==> src/rtl/clk_switch_pkg.sv <==
`default_nettype none
// ============================================================================
// Module      : clk_switch_pkg
// Description : Shared types and default constants for the clock-switch
//               sequencer and its round-robin arbiter.
// Contents    : sw_state_t      - sequencer state encoding
//               DRAIN_CYC_DEF   - default drain length (cycles)
//               SETTLE_CYC_DEF  - default settle length (cycles)
//               CW_DEF          - default sequence-counter width
// Revision    : 1.0 - initial release
// ============================================================================
package clk_switch_pkg;

    typedef enum logic [2:0] {
        IDLE   = 3'd0,
        DRAIN  = 3'd1,
        SWITCH = 3'd2,
        SETTLE = 3'd3,
        DONE   = 3'd4
    } sw_state_t;

    localparam int DRAIN_CYC_DEF  = 2;
    localparam int SETTLE_CYC_DEF = 4;
    localparam int CW_DEF         = 4;

endpackage
`default_nettype wire

==> src/rtl/clk_switch_ctrl_rr_arb2.sv <==
`default_nettype none
// ============================================================================
// Module      : rr_arb2
// Description : Two-requester round-robin arbiter. The grant is combinational
//               so the parent can register it together with the selected
//               data; the priority pointer is registered.
// Ports       : clkAB  in  clock
//               rst    in  synchronous active-high reset
//               req    in  [1:0] requests, bit i = requester i
//               enable in  arbitration allowed this cycle
//               gnt    out [1:0] one-hot grant (combinational)
//               ptr    out requester favoured on a tie (0 or 1)
// Revision    : 1.0 - initial release
// ============================================================================
module rr_arb2
    import clk_switch_pkg::*;
(
    input  logic       clkAB,
    input  logic       rst,
    input  logic [1:0] req,
    input  logic       enable,
    output logic [1:0] gnt,
    output logic       ptr
);

    logic       r_ptr;
    logic [1:0] w_gnt;

    always_comb begin
        w_gnt = 2'b00;
        if (enable) begin
            case (req)
                2'b01:   w_gnt = 2'b01;
                2'b10:   w_gnt = 2'b10;
                2'b11:   w_gnt = r_ptr ? 2'b10 : 2'b01;
                default: w_gnt = 2'b00;
            endcase
        end
    end

    // After any grant, favour the requester that was not just served.
    always_ff @(posedge clkAB) begin
        if (rst) begin
            r_ptr <= 1'b0;
        end else if (|w_gnt) begin
            r_ptr <= w_gnt[0];
        end
    end

    assign gnt = w_gnt;
    assign ptr = r_ptr;

endmodule
`default_nettype wire

==> src/rtl/clk_switch_ctrl.sv <==
`default_nettype none
// ============================================================================
// Module      : clk_switch_ctrl
// Description : Drain/switch/settle sequencer owning the AB/CD clock selects,
//               plus round-robin sharing of the 2-bit capture input di.
//               Capture is stalled around every select change.
// Ports       : clkAB   in  muxed A/B clock
//               rst     in  synchronous active-high reset
//               sw_req  in  switch request (sampled in IDLE only)
//               sw_ab   in  target AB select, latched on accept
//               sw_cd   in  target CD select, latched on accept
//               sw_busy out sequence in progress
//               sw_done out one-cycle pulse at end of sequence
//               cntrlAB out registered AB select (0=A, 1=B)
//               cntrlCD out registered CD select (0=C, 1=D)
//               req     in  [1:0] data requests
//               d0, d1  in  [1:0] requester data
//               gnt     out [1:0] one-hot grant pulse
//               di      out [1:0] registered capture data
//               di_vld  out di updated this cycle
// Revision    : 1.0 - initial release
// ============================================================================
module clk_switch_ctrl
    import clk_switch_pkg::*;
#(
    parameter int DRAIN_CYC  = DRAIN_CYC_DEF,
    parameter int SETTLE_CYC = SETTLE_CYC_DEF,
    parameter int CW         = CW_DEF
) (
    input  logic       clkAB,
    input  logic       rst,
    input  logic       sw_req,
    input  logic       sw_ab,
    input  logic       sw_cd,
    output logic       sw_busy,
    output logic       sw_done,
    output logic       cntrlAB,
    output logic       cntrlCD,
    input  logic [1:0] req,
    input  logic [1:0] d0,
    input  logic [1:0] d1,
    output logic [1:0] gnt,
    output logic [1:0] di,
    output logic       di_vld
);

    localparam logic [CW-1:0] c_drain_ld  = CW'(DRAIN_CYC - 1);
    localparam logic [CW-1:0] c_settle_ld = CW'(SETTLE_CYC - 1);

    sw_state_t     r_state;
    logic [CW-1:0] r_cnt;
    logic          r_tgt_ab;
    logic          r_tgt_cd;
    logic          r_busy;
    logic          r_done;
    logic          r_ab;
    logic          r_cd;
    logic [1:0]    r_gnt;
    logic [1:0]    r_di;
    logic          r_di_vld;

    logic          w_arb_en;
    logic [1:0]    w_gnt;
    logic          w_ptr;
    logic          w_pick1;

    // A pending switch request takes the IDLE cycle away from arbitration.
    assign w_arb_en = (r_state == IDLE) && !sw_req;

    rr_arb2 u_arb (
        .clkAB  (clkAB),
        .rst    (rst),
        .req    (req),
        .enable (w_arb_en),
        .gnt    (w_gnt),
        .ptr    (w_ptr)
    );

    // Data select follows the same tie-break the arbiter applies from its
    // pointer; only consulted when a grant is actually issued.
    assign w_pick1 = (req == 2'b10) || ((req == 2'b11) && w_ptr);

    always_ff @(posedge clkAB) begin
        if (rst) begin
            r_state  <= IDLE;
            r_cnt    <= '0;
            r_tgt_ab <= 1'b0;
            r_tgt_cd <= 1'b0;
            r_busy   <= 1'b0;
            r_done   <= 1'b0;
            r_ab     <= 1'b0;
            r_cd     <= 1'b0;
            r_gnt    <= 2'b00;
            r_di     <= 2'b00;
            r_di_vld <= 1'b0;
        end else begin
            r_gnt    <= w_gnt;
            r_di_vld <= |w_gnt;
            if (|w_gnt) begin
                r_di <= w_pick1 ? d1 : d0;
            end

            r_done <= 1'b0;
            case (r_state)
                IDLE: begin
                    if (sw_req) begin
                        r_tgt_ab <= sw_ab;
                        r_tgt_cd <= sw_cd;
                        r_busy   <= 1'b1;
                        if ((sw_ab == r_ab) && (sw_cd == r_cd)) begin
                            r_state <= DONE;
                            r_done  <= 1'b1;
                        end else begin
                            r_state <= DRAIN;
                            r_cnt   <= c_drain_ld;
                        end
                    end
                end
                DRAIN: begin
                    if (r_cnt == '0) begin
                        r_state <= SWITCH;
                    end else begin
                        r_cnt <= r_cnt - CW'(1);
                    end
                end
                SWITCH: begin
                    r_ab    <= r_tgt_ab;
                    r_cd    <= r_tgt_cd;
                    r_cnt   <= c_settle_ld;
                    r_state <= SETTLE;
                end
                SETTLE: begin
                    if (r_cnt == '0) begin
                        r_state <= DONE;
                        r_done  <= 1'b1;
                    end else begin
                        r_cnt <= r_cnt - CW'(1);
                    end
                end
                DONE: begin
                    r_state <= IDLE;
                    r_busy  <= 1'b0;
                end
                default: begin
                    r_state <= IDLE;
                    r_busy  <= 1'b0;
                end
            endcase
        end
    end

    assign sw_busy = r_busy;
    assign sw_done = r_done;
    assign cntrlAB = r_ab;
    assign cntrlCD = r_cd;
    assign gnt     = r_gnt;
    assign di      = r_di;
    assign di_vld  = r_di_vld;

endmodule
`default_nettype wire

==> config.mk <==
export PLATFORM = sky130hd
export DESIGN_NAME = clk_switch_ctrl
export DESIGN_NICKNAME = d
export VERILOG_FILES = /design/src/rtl/clk_switch_pkg.sv /design/src/rtl/clk_switch_ctrl_rr_arb2.sv /design/src/rtl/clk_switch_ctrl.sv
export SDC_FILE = /design/constraint.sdc
export NUM_CORES = 1
export LEC_CHECK = 0
export ABC_CLOCK_PERIOD_IN_PS = 1750
export CORE_MARGIN = 10
export CORE_UTILIZATION = 48
export CTS_BUF_LIST = sky130_fd_sc_hd__clkbuf_4 sky130_fd_sc_hd__clkbuf_8 sky130_fd_sc_hd__clkbuf_16
export CTS_CLUSTER_SIZE = 25
export DETAILED_ROUTE_END_ITERATION = 8
export PLACE_DENSITY = 0.82
export SYNTH_ARGS = -nofsm -noshare
export SYNTH_HDL_FRONTEND = slang
export SYNTH_SLANG_ARGS = --single-unit
==> constraint.sdc <==
create_clock -name clkAB -period 1.75 [get_ports clkAB]
set_clock_uncertainty 0.05 [all_clocks]
set_input_delay 0.35 -clock clkAB [delete_from_list [all_inputs] [get_ports clkAB]]
set_output_delay 0.35 -clock clkAB [all_outputs]
set_load 0.01 [all_outputs]
==> results by group <==
Status
  – Status: finished clean

Power and ir drop
  – Net Sw Power: 0.660 mW
  – Clock Power Share: around 14%
  – P_leak: around 0.46 nW
  – Reg power frac: slightly below 40%
  – Switching part of the total: approximately two fifths
  – Worst vdd ir: between 0.8 and 0.9 mV
  – Total power: 1.71 mW
  – Combinational Power Share: 47.3%
  – P_int: approximately 1.0 mW
  – P per Cell Area: between 1000 and 1500 nW/um2

Layout
  – Commonest non-fill, non-tap cell in the layout: clkdlybuf4s50_1
  – Share of cells above drive strength 1: about 20%
  – Fillers: 135
  – Post-layout util: approximately two thirds
  – ANT cells: 0
  – Nets: 140
  – Final Non-Filler Cells: roughly 150
  – Commonest non-fill, non-tap cells in the layout: clkdlybuf4s50_1 (19), dfxtp_1 (17), nand2_1 (12)
  – Layout Cell Area excl Fill: between 1000 and 1500 um2
  – Layout area overhead: 33.8%

Die
  – CORE AREA: around 1700 um2
  – Die area: 3990 um2
  – Die Span Y: 63.1 um
  – Initial core utilization: a little over 50%
  – IO Pins: 20
  – Row cnt: 15
  – Die width: about 63 um

STA
  – Worst-margin pin slew: around 0.44 ns
  – Hold_ws: around 0.43 ns
  – Period Utilization, post-route: 95.9%
  – Setup WS post-layout: 0.0723 ns
  – TNS Setup: 0 ns
  – Final setup vio count: 0
  – Tmin final: 1.68 ns
  – Max-slew headroom: between 70% and 80%
  – Fin. Hold Viols: 0
  – Fmax: roughly 600 MHz
  – Slew Viols, Final: 0
  – RSZ-0062 raised after global routing: no

Synth
  – Unique cell type count in the Yosys netlist: 28
  – Syn_nets: roughly 110
  – Main synth FF type: dfxtp_1
  – Post-Synthesis Cells: 100
  – #FFs+latches synth: 19
  – Yosys Warn Count: 0
  – Post-synth EDFFs: 0
  – Ys async rst share: 0%
  – Mean Syn Cell Area: 8.93 um2
  – Mapped Area: ~900 um2
  – Seq/Total Area, Yosys: a little over two fifths

GRT
  – GR Util All Layers: a little over a tenth
  – Number of global-route vias before repair: 817
  – Global route overflow: 0
  – Largest net degree at the start of global routing: 11
  – Initial antenna violation count: 0
  – First-pass GRT wire length: approximately 3600 um

Placed design
  – Count of input and output buffers: 19
  – Placer Congestion: 0.803
  – Post-DP Area: about 1100 um2
  – Pre-CTS setup slack: -0.207 ns
  – Post-DP HPWL: roughly 1700 um
  – Dpl cells: about 150

CTS
  – CTS tree: yes
  – Htree depth: 1
  – Hold Buf Count CTS: 0
  – Total clock sinks: 19
  – Clk slew on worst S/H paths: 0.11 ns
  – CTS max path bufs: 2
  – Cts bufs inserted: 3
  – Root buf cell: clkbuf_4
  – Clock latency on the worst-skew pair: between 0.2 and 0.3 ns

Run
  – Max-Cap Viols: 0

Critical path
  – Crit path largest cell delay: 0.37 ns
  – Crit path max-delay family: simple AND/OR/NAND/NOR gates
  – Crit path from: r_cnt[0]
  – Critical path type: reg2reg
  – CP Launch Type: register
  – CP cell instances: inv_1 > ha_2 > nor4bb_4 > or3_4 > o311ai_2 > o31ai_1
  – Slowest library cell on the worst path: or3_4
  – Worst Path Arrival: 1.81 ns
  – CP Max Fanout: 3
  – Buf/Inv on CP: 1
  – CP endpoint kind: register
  – Crit path required time: 1.88 ns
  – Worst r2r src: r_cnt[0]

Detailed routing
  – DR vias: approximately 830
  – Drt wl/cell: ~15 um
  – Antenna Nets Post-Route: 0
  – DR pass1 iterations: 4
  – Via/cell ratio: 5.49
  – DRC viols: 0
  – Final wirelength: around 2200 um
  – Initial drt markers: 24

Hold path
  – Hold/Removal Path Class: reg2reg
  – Hold_sp: r_tgt_ab
cells in the mapped netlist (3+ instances only):
master,number,area [um2]
nand3_1,7,35.0
and3_1,3,18.8
nand2_1,12,45.0
nor3_1,5,25.0
o21ai_0,4,20.0
a21oi_1,8,40.0
xnor2_1,3,26.3
nor2_1,11,41.3
inv_1,4,15.0
dfxtp_1,19,380
state kept, by name, summed over array words and instances (netlist names):
signal and count:
r_cnt 4, r_state 3, di 2, gnt 2, cntrlAB 1, cntrlCD 1
di_vld 1, r_tgt_ab 1, r_tgt_cd 1, sw_busy 1, sw_done 1, u_arb.ptr 1
area by class of cell:
type / count / area [um2] / area share [%]
clock buffer: 4 / 30.0 / 2.51
inverter: 4 / 15.0 / 1.26
multi-input combinational: 72 / 478 / 40.0
sequential: 19 / 383 / 32.0
tap: 25 / 31.3 / 2.62
timing repair buffer: 28 / 258 / 21.6
worst register-to-register path, delay by kind of cell (launching register included):
kind / cells / cell delay [ns]
simple gates: 2 / 0.54
compound gates: 2 / 0.38
flops: 1 / 0.35
fa+ha+maj: 1 / 0.20
buf+inv: 1 / 0.06
routing by layer:
metal,wire length [um],up-vias,GRT usage (%)
met5,0,-,0
met1,922,391,11.2
met4,17,0,2.51
li1,-,409,-
met3,152,2,3.53
met2,1120,32,20.8
what timing repair did:
item | 4_1_cts | 5_1_grt
endpoints found under the setup margin | 2 | 2
setup buffers | 0 | 1
pin swaps | 0 | 0
resized for setup | 3 | 2
gates cloned | 0 | 0
power by group through the flow:
| stage | clock network [mW] | registers [mW] | logic (mW) |
|---|---|---|---|
| global placement | 0 | 0.660 | 0.719 |
| detailed placement | 0 | 0.665 | 0.751 |
| CTS | 0.239 | 0.659 | 0.777 |
| floorplan | 0 | 0.626 | 0.555 |
| finish | 0.235 | 0.664 | 0.808 |
| global route | 0.264 | 0.681 | 0.881 |
logic make-up (layout without fill, tap and decap cells):
kind of cell / Yosys count / after routing / share of synthesized area, %
buf+inv: 9 / 36 / 5.88
mux: 2 / 2 / 2.24
compound gates: 21 / 21 / 16.8
flops: 19 / 19 / 42.6
fa+ha+maj: 1 / 1 / 1.40
xor+xnor: 3 / 3 / 2.94
simple gates: 45 / 45 / 28.2
final timing paths:
path,endpoint,slack (ns),cells past startpoint
setup / recovery,r_cnt[3],0.07,6
hold reg to reg,r_tgt_ab,0.43,2
hold / removal,r_tgt_ab,0.43,2
setup reg to reg,r_cnt[3],0.07,6
(Power assumes the default switching activity.)
